`src/rtl/bram_frame_reader_if.sv`:
```
// Bundles the BRAM read port and the downstream pixel stream of the frame reader.
// The master side is the reader; the slave side is the BRAM plus the pixel consumer.
interface bram_frame_reader_if #(
    parameter int DATA_WIDTH = 16,
    parameter int ADDR_BITS  = 17
);
    logic                  ram_enable;
    logic                  ram_write_enable;
    logic [ADDR_BITS-1:0]  ram_address;
    logic [DATA_WIDTH-1:0] ram_data;
    logic [DATA_WIDTH-1:0] pix_data;
    logic                  pix_valid;
    logic                  pix_ready;
    logic                  pix_eol;
    logic                  pix_eof;

    modport master (
        output ram_enable, ram_write_enable, ram_address,
        output pix_data, pix_valid, pix_eol, pix_eof,
        input  ram_data, pix_ready
    );

    modport slave (
        input  ram_enable, ram_write_enable, ram_address,
        input  pix_data, pix_valid, pix_eol, pix_eof,
        output ram_data, pix_ready
    );
endinterface

```
`src/rtl/bram_frame_reader.sv`:
```
// Raster-order frame reader for a single-port BRAM with one-cycle read latency,
// streaming pixels through a 2-entry buffer onto a valid/ready interface.
module bram_frame_reader #(
    parameter int                   DATA_WIDTH = 16,
    parameter int                   ADDR_BITS  = 17,
    parameter int                   IMG_WIDTH  = 256,
    parameter int                   IMG_HEIGHT = 256,
    parameter logic [ADDR_BITS-1:0] BASE_ADDR  = '0
) (
    input  logic                   clock,
    input  logic                   reset,
    input  logic                   start,
    output logic                   busy,
    output logic                   done,
    bram_frame_reader_if.master    bus
);
    localparam int COL_BITS = (IMG_WIDTH  > 1) ? $clog2(IMG_WIDTH)  : 1;
    localparam int ROW_BITS = (IMG_HEIGHT > 1) ? $clog2(IMG_HEIGHT) : 1;
    localparam int EW       = DATA_WIDTH + 2;
    localparam logic [COL_BITS-1:0] LAST_COL = COL_BITS'(IMG_WIDTH - 1);
    localparam logic [ROW_BITS-1:0] LAST_ROW = ROW_BITS'(IMG_HEIGHT - 1);

    localparam logic [1:0] ST_IDLE  = 2'd0;
    localparam logic [1:0] ST_RUN   = 2'd1;
    localparam logic [1:0] ST_DRAIN = 2'd2;

    logic [1:0]           state_q, state_d;
    logic [ADDR_BITS-1:0] addr_q, addr_d;
    logic [COL_BITS-1:0]  col_q, col_d;
    logic [ROW_BITS-1:0]  row_q, row_d;
    logic                 inflight_q, inflight_d;
    logic [1:0]           tag_q, tag_d;
    logic [EW-1:0]        buf0_q, buf0_d, buf1_q, buf1_d;
    logic [1:0]           count_q, count_d;
    logic                 done_q, done_d;

    logic       issue, pop, lastCol, lastRow;
    logic [1:0] occupancy, fill;

    // Buffer entries are {eof, eol, data}; occupancy counts buffered plus in-flight words.
    always_comb begin
        pop       = (count_q != 2'd0) && bus.pix_ready;
        occupancy = count_q + {1'b0, inflight_q} - {1'b0, pop};
        issue     = (state_q == ST_RUN) && (occupancy < 2'd2);
        lastCol   = (col_q == LAST_COL);
        lastRow   = (row_q == LAST_ROW);

        buf0_d = buf0_q;
        buf1_d = buf1_q;
        if (pop) begin
            buf0_d = buf1_q;
        end
        fill = count_q - {1'b0, pop};
        if (inflight_q) begin
            if (fill == 2'd0) begin
                buf0_d = {tag_q, bus.ram_data};
            end else begin
                buf1_d = {tag_q, bus.ram_data};
            end
        end
        count_d = fill + {1'b0, inflight_q};

        addr_d     = addr_q;
        col_d      = col_q;
        row_d      = row_q;
        inflight_d = issue;
        tag_d      = tag_q;
        if (issue) begin
            addr_d = addr_q + ADDR_BITS'(1);
            col_d  = lastCol ? '0 : col_q + COL_BITS'(1);
            if (lastCol) begin
                row_d = row_q + ROW_BITS'(1);
            end
            tag_d = {lastCol && lastRow, lastCol};
        end

        state_d = state_q;
        done_d  = 1'b0;
        case (state_q)
            ST_IDLE: begin
                if (start) begin
                    state_d = ST_RUN;
                    addr_d  = BASE_ADDR;
                    col_d   = '0;
                    row_d   = '0;
                end
            end
            ST_RUN: begin
                if (issue && lastCol && lastRow) begin
                    state_d = ST_DRAIN;
                end
            end
            ST_DRAIN: begin
                // Leave once the final word has landed and been handed downstream.
                if ((count_d == 2'd0) && !inflight_d) begin
                    state_d = ST_IDLE;
                    done_d  = 1'b1;
                end
            end
            default: state_d = ST_IDLE;
        endcase
    end

    always_ff @(posedge clock) begin
        if (reset) begin
            state_q    <= ST_IDLE;
            addr_q     <= BASE_ADDR;
            col_q      <= '0;
            row_q      <= '0;
            inflight_q <= 1'b0;
            tag_q      <= '0;
            buf0_q     <= '0;
            buf1_q     <= '0;
            count_q    <= '0;
            done_q     <= 1'b0;
        end else begin
            state_q    <= state_d;
            addr_q     <= addr_d;
            col_q      <= col_d;
            row_q      <= row_d;
            inflight_q <= inflight_d;
            tag_q      <= tag_d;
            buf0_q     <= buf0_d;
            buf1_q     <= buf1_d;
            count_q    <= count_d;
            done_q     <= done_d;
        end
    end

    assign busy                 = (state_q != ST_IDLE);
    assign done                 = done_q;
    assign bus.ram_enable       = issue;
    assign bus.ram_write_enable = 1'b0;
    assign bus.ram_address      = addr_q;
    assign bus.pix_valid        = (count_q != 2'd0);
    assign bus.pix_data         = buf0_q[DATA_WIDTH-1:0];
    assign bus.pix_eol          = bus.pix_valid && buf0_q[DATA_WIDTH];
    assign bus.pix_eof          = bus.pix_valid && buf0_q[DATA_WIDTH+1];
endmodule

```
`src/flat_wrapper.sv`:
```
// flat-port wrapper written by rule: the top's interface ports become plain ports
module bram_frame_reader_flat 
#(
    parameter int                   DATA_WIDTH = 16,
    parameter int                   ADDR_BITS  = 17,
    parameter int                   IMG_WIDTH  = 256,
    parameter int                   IMG_HEIGHT = 256,
    parameter logic [ADDR_BITS-1:0] BASE_ADDR  = '0
)
  (clock, reset, start, busy, done, bus_ram_enable, bus_ram_write_enable, bus_ram_address, bus_pix_data, bus_pix_valid, bus_pix_eol, bus_pix_eof, bus_ram_data, bus_pix_ready);
  bram_frame_reader_if #(.DATA_WIDTH(DATA_WIDTH), .ADDR_BITS(ADDR_BITS)) bus_i ();
  input  logic clock;
  input  logic reset;
  input  logic start;
  output logic busy;
  output logic done;
  output wire logic [$bits(bus_i.ram_enable)-1:0] bus_ram_enable;
  output wire logic [$bits(bus_i.ram_write_enable)-1:0] bus_ram_write_enable;
  output wire logic [$bits(bus_i.ram_address)-1:0] bus_ram_address;
  output wire logic [$bits(bus_i.pix_data)-1:0] bus_pix_data;
  output wire logic [$bits(bus_i.pix_valid)-1:0] bus_pix_valid;
  output wire logic [$bits(bus_i.pix_eol)-1:0] bus_pix_eol;
  output wire logic [$bits(bus_i.pix_eof)-1:0] bus_pix_eof;
  input wire logic [$bits(bus_i.ram_data)-1:0] bus_ram_data;
  input wire logic [$bits(bus_i.pix_ready)-1:0] bus_pix_ready;
  assign bus_ram_enable = bus_i.ram_enable;
  assign bus_ram_write_enable = bus_i.ram_write_enable;
  assign bus_ram_address = bus_i.ram_address;
  assign bus_pix_data = bus_i.pix_data;
  assign bus_pix_valid = bus_i.pix_valid;
  assign bus_pix_eol = bus_i.pix_eol;
  assign bus_pix_eof = bus_i.pix_eof;
  assign bus_i.ram_data = bus_ram_data;
  assign bus_i.pix_ready = bus_pix_ready;
  bram_frame_reader #(.DATA_WIDTH(DATA_WIDTH), .ADDR_BITS(ADDR_BITS), .IMG_WIDTH(IMG_WIDTH), .IMG_HEIGHT(IMG_HEIGHT), .BASE_ADDR(BASE_ADDR)) u_core (.clock(clock), .reset(reset), .start(start), .busy(busy), .done(done), .bus(bus_i));
endmodule
```
`config.mk`:
```
export PLATFORM = sky130hd
export DESIGN_NAME = bram_frame_reader_flat
export DESIGN_NICKNAME = d
export VERILOG_FILES = /design/src/rtl/bram_frame_reader_if.sv /design/src/rtl/bram_frame_reader.sv /design/src/flat_wrapper.sv
export SDC_FILE = /design/constraint.sdc
export NUM_CORES = 1
export LEC_CHECK = 0
export CORE_AREA = 2 2 89 91
export DETAILED_ROUTE_END_ITERATION = 10
export DIE_AREA = 0 0 91 93
export GPL_TIMING_DRIVEN = 0
export HOLD_SLACK_MARGIN = 0.1
export PLACE_DENSITY = 0.74
export SYNTH_ARGS = -nofsm -noshare
export SYNTH_HDL_FRONTEND = slang
export SYNTH_SLANG_ARGS = --single-unit
```
`constraint.sdc`:
```
create_clock -name clock -period 2.16 [get_ports clock]
set_input_delay 0.432 -clock clock [delete_from_list [all_inputs] [get_ports clock]]
set_output_delay 0.432 -clock clock [all_outputs]
set_load 0.02 [all_outputs]
```
# Yosys cells after proc, flatten, opt, wreduce, memory -nomap -nowiden
# Index checks and enable logic that the tools add are counted.
# totals
reg_bits	77
input_bits	20
output_inout_bits	40
# op_classes
addsub	7
n_lt_le_gt_ge	1
eq_ne	7
n_mux	19
bitwise_logic	2
n_reduce_logical	17
# ops
operator	count
8-bit 2-to-1 mux	8
18-bit 2-to-1 mux	3
17-bit 2-to-1 mux	3
17-bit by 1-bit adder with 17-bit output (second input constant)	1
8-bit by 1-bit adder with 8-bit output (second input constant)	2
8-bit equality test (second input constant)	2
1-bit logical AND	8
2-bit zero test	3
2-bit 2-to-1 mux	3
2-bit case mux with 3 select lines	1
2-bit by 1-bit adder with 2-bit output	2
2-bit inequality test (second input constant)	2
2-bit nonzero test	2
2-bit by 1-bit subtractor with 2-bit output	2
3-bit AND reduction	1
2-bit by 1-bit equality test with 1-bit output (second input constant)	1
2-bit equality test (second input constant)	1
2-bit < comparator (second input constant)	1
2-bit by 1-bit inequality test with 1-bit output (second input constant)	1
1-bit NOT	2
2-bit AND reduction	1
2-bit OR reduction	1
1-bit zero test	1
1-bit 2-to-1 mux	1

# Depth between registers and ports, before layout
# logic_depth
ltp_word	9
mapped_depth	8
depth_no_buf	6

# Worst setup path after synthesis
# OpenSTA, ideal clock, no wires.
# synth_timing
kind	in2reg
start	input bus_pix_ready
end	register u_core.row_q[5]
setup_ps	70
t_arrival_ps	2134
slack_ps	-45
cell_stages	7
path_buffers	2
cell_sequence	buf_2 -> and4b_1 -> a211oi_1 -> or4_1 -> buf_2 -> or4_1 -> a21oi_1
# synth_via
elab_chain_len	7
# synth_lines
item	line_no	rtl
from (decl)	flat_wrapper.sv:25	input wire logic [$bits(bus_i.pix_ready)-1:0] bus_pix_ready;
1-bit logical AND (*)	bram_frame_reader.sv:42	pop = (count_q != 2'd0) && bus.pix_ready;
2-bit by 1-bit subtractor with 2-bit output (*)	bram_frame_reader.sv:43	occupancy = count_q + {1'b0, inflight_q} - {1'b0, pop};
2-bit < comparator (*)	bram_frame_reader.sv:44	issue = (state_q == ST_RUN) && (occupancy < 2'd2);
1-bit logical AND (*)	bram_frame_reader.sv:44	
8-bit 2-to-1 mux (*)	bram_frame_reader.sv:68	if (issue) begin
8-bit 2-to-1 mux	bram_frame_reader.sv:81	if (start) begin
8-bit 2-to-1 mux (*)	bram_frame_reader.sv:79	case (state_q)
to (signal assigned)	bram_frame_reader.sv:120	row_q <= row_d;
to (decl)	bram_frame_reader.sv:30	logic [ROW_BITS-1:0] row_q, row_d;
# Every way passes the cells marked *; elsewhere a longest branch is shown, timed or not.
# A chain may end at the register's enable or synchronous reset.

# Worst setup path in the final report
# layout_timing
start	register u_core.count_q[1]
end	register u_core.row_q[5]
# layout_via
elab_chain_len	8
elab_cells_between_ends	9
cone_classes	2 x add/sub; 1 x order compare; 3 x mux; 3 x reduce/logical
# layout_lines
item	line_no	rtl
from (decl)	bram_frame_reader.sv:34	logic [1:0] count_q, count_d;
from (signal assigned)	bram_frame_reader.sv:125	count_q <= count_d;
parallel branches: the longest is 2 deep, another holds 2-bit by 1-bit adder with 2-bit output	n/a	
2-bit by 1-bit subtractor with 2-bit output (*)	bram_frame_reader.sv:43	
2-bit < comparator (*)	bram_frame_reader.sv:44	
1-bit logical AND (*)	bram_frame_reader.sv:44	
8-bit 2-to-1 mux (*)	bram_frame_reader.sv:68	
8-bit 2-to-1 mux	bram_frame_reader.sv:81	
8-bit 2-to-1 mux (*)	bram_frame_reader.sv:79	
# Every way passes the cells marked *.

==> impl_metrics.tcl <==
set metrics [dict create \
    grt_pass1_vias 2903 \
    reg2reg_slack_ns 0.007 \
    fin_ws_ns 0.00703 \
    fmax_mhz 464 \
    grt_usage_pct 18.5 \
    avgRoutedWirePerCell_um 12.9 \
    power.density_nw_per_um2 681 \
    dpl_cell_area_um2 4140 \
    swShare_pct 23.0 \
    syn-num-nets 430 \
    endpoint_kind "flop" \
    clock_tree.buffer_depth 2 \
    dieArea_um2 8460 \
    antenna_found_initial 0 \
    arrival_ns 2.44 \
    die_w_um 91 \
    pwr-share-clk_pct 42.2 \
    synth-seq-cells 77 \
    seq_area_frac_synth_pct 44.7 \
    path_clk_slew_ns 0.08 \
    viasPerCell 5.10 \
    synth_area_um2 3450 \
    synth_edf_count 0 \
    crit_type "reg2reg" \
    intPower_w 0.00236 \
    num_rows 32 \
    cts_buffers 9 \
    postCtsHoldBufs 0 \
    coreArea_um2 7530 \
    setup_viol 0 \
    status "finished, final reports clean" \
    ant_nets 0 \
    hold_viol 0 \
    drive_gt1_share_pct 13.7 \
    clkLatencyLatePin_ns 0.35 \
    multiInputGateArea_um2 1740 \
    crit_fanout 8 \
    tritoncts "done" \
    crit_required_ns 2.44 \
    hold_path.class "reg2reg" \
    wl_um 7500 \
    place_ws_ns -0.536 \
    drc 0 \
    cts_sinks 77 \
    period_share_pct 99.7 \
    tightest_slew_ns 0.631 \
    post-dp-hpwl_um 5280 \
    die_y_um 93 \
    ys_types 39 \
    finClkSkew_ns 0.0105 \
    totalPowerFinal_w 0.00306 \
    period_minus_slack_ns 2.15 \
    whs_ns 0.455 \
    grt_pass1_wl_um 12900 \
    clockRootBuffer "clkbuf_8" \
    async_flop_share_pct 0 \
    comb_power_share_pct 9.7 \
    vdd_drop_max_uv 386 \
    slew_viol_final 0 \
    seq_area_um2 1550 \
    detail_route.first_pass.iterations 4 \
    grt_max_degree 14 \
    rsz0062_at_grt "true" \
    overflow 0 \
    seqPwrFrac_pct 48.1 \
    gp_congestion 0.834 \
    cts_max_level 3 \
    nets 501 \
    io_pins 60 \
    relSlewSlack_pct 57.7 \
    utilization_pct 59.7 \
    port-buffer-count 56 \
    start_util_pct 45.8 \
    syn_area_per_cell_um2 8.49 \
    synth_ff_type "dfxtp_1" \
    diodes 0 \
    leakage_nw 1.67 \
    critical_path.max_stage_delay_ns 0.54 \
    drt-initial-drc-count 73 \
    ys_warn_count 0 \
    syn_to_final_growth_pct 30.3 \
    fillers 688 \
    critPathSlowestCell "or4_4" \
    startpoint_type "flop" \
    crit_chain "buf_6 > and4b_2 > a211oi_2 > or4_4 > buf_6 > or4_4 > a21oi_2" \
    switchingPower_w 0.000702 \
    syn_inst 406 \
    vias 2974 \
    cap_violations 0 \
    postLayoutCellArea_um2 4490 \
]
metal layers:
layer	track usage (%)	part of all wire [%]	up-vias
met5	0	0	-
met2	32.0	48	67
met3	5.00	5.4	9
li1	-	-	1517
met1	21.8	45	1381
met4	7.70	1.6	0
Yosys cell counts, types with 6 or more instances:
| library cell | instances | area, um^2 |
|---|---|---|
| dfxtp_1 | 77 | 1540 |
| nand2_1 | 62 | 233 |
| nor2_1 | 47 | 176 |
| a21oi_1 | 34 | 170 |
| a211oi_1 | 19 | 143 |
| mux2i_1 | 19 | 190 |
| xnor2_1 | 19 | 166 |
| buf_4 | 17 | 128 |
| clkbuf_1 | 16 | 60.1 |
| nand3_1 | 9 | 45.0 |
| nor2b_1 | 8 | 50.1 |
| or4_1 | 7 | 52.6 |
| nor3_1 | 6 | 30.0 |
cell usage in the layout, fill, tap and decap left out, types with 4 or more instances in the layout:
cell,count
nand2_1,60
nor3_1,6
dfxtp_1,74
nor4_1,4
nand3_1,9
clkbuf_2,4
clkbuf_1,13
nand4_1,4
nor2b_1,7
a211oi_1,18
xnor2_1,19
buf_4,22
clkbuf_8,9
o21ai_0,5
xor2_1,4
nor2_1,47
a21oi_1,32
mux2i_1,19
clkdlybuf4s50_1,52
or3_1,5
or4_1,4
area by class of cell:
cell class | instances | area share [%]
Buffer | 38 | 5.04
Clock buffer | 9 | 2.76
Clock inverter | 6 | 2.51
Inverter | 4 | 0.502
Multi-Input combinational cell | 286 | 38.8
Sequential cell | 77 | 34.4
Tap cell | 102 | 2.84
Timing Repair Buffer | 61 | 13.1
registers in the layout, summed over array words and instances (netlist names):
register	flops
u_core.tag_q	2
u_core.buf0_q	18
u_core.state_q	2
u_core.row_q	8
u_core.col_q	8
u_core.bus.ram_address	17
u_core.inflight_q	1
u_core.buf1_q	18
u_core.done	1
u_core.count_q	2
per-stage QoR:
| step | setup TNS (ns) | cells |
|---|---|---|
| after floorplan | 0 | 406 |
| after global placement | -2.80 | 564 |
| after detailed placement | -2.92 | 564 |
| after CTS | -0.00342 | 579 |
| after global routing | -0.163 | 583 |
| final | 0 | 583 |
critical path: cells and delay by family, from the launching register on:
kind	cells	cell delay, ns
buffers and inverters	2	0.25
AO/OA/AOI/OAI	2	0.18
flip-flops	1	0.33
AND/OR/NAND/NOR	3	1.32
path summary, 6_finish.rpt:
| check | end | from | depth (start not counted) |
|---|---|---|---|
| hold / removal | u_core.buf1_q[14] | u_core.buf1_q[14] | 2 |
| setup / recovery | u_core.row_q[5] | u_core.count_q[1] | 7 |
| hold reg to reg | u_core.buf1_q[14] | u_core.buf1_q[14] | 2 |
| setup reg to reg | u_core.row_q[5] | u_core.count_q[1] | 7 |
power by group through the flow:
stage / clock, W / combinational [W] / sequential [W]
floorplan: 0 / 0.000169 / 0.00150
global placement: 0 / 0.000284 / 0.00150
detailed placement: 0 / 0.000287 / 0.00150
CTS: 0.00132 / 0.000292 / 0.00147
global route: 0.00137 / 0.000324 / 0.00148
finish: 0.00129 / 0.000297 / 0.00147
what timing repair did:
| item | in CTS | in global routing |
|---|---|---|
| resized for setup | 18 | 21 |
| buffers inserted | 0 | 5 |
| endpoints found under the setup margin | 14 | 19 |
| pin swaps | 0 | 5 |
logic make-up (layout without fill, tap and decap cells):
kind of cell,after synthesis,after routing,share of synthesized area [%]
and+or+nand+nor,171,171,23.7
muxes,19,19,5.52
other,1,1,0.109
adders and majority gates,4,4,1.45
AOI/OAI and AO/OA,68,68,12.0
xor gates and xnor gates,23,23,5.85
buffers and inverters,43,118,6.68
DFF,77,77,44.7
No activity file was read; power rests on OpenSTA's default activity.
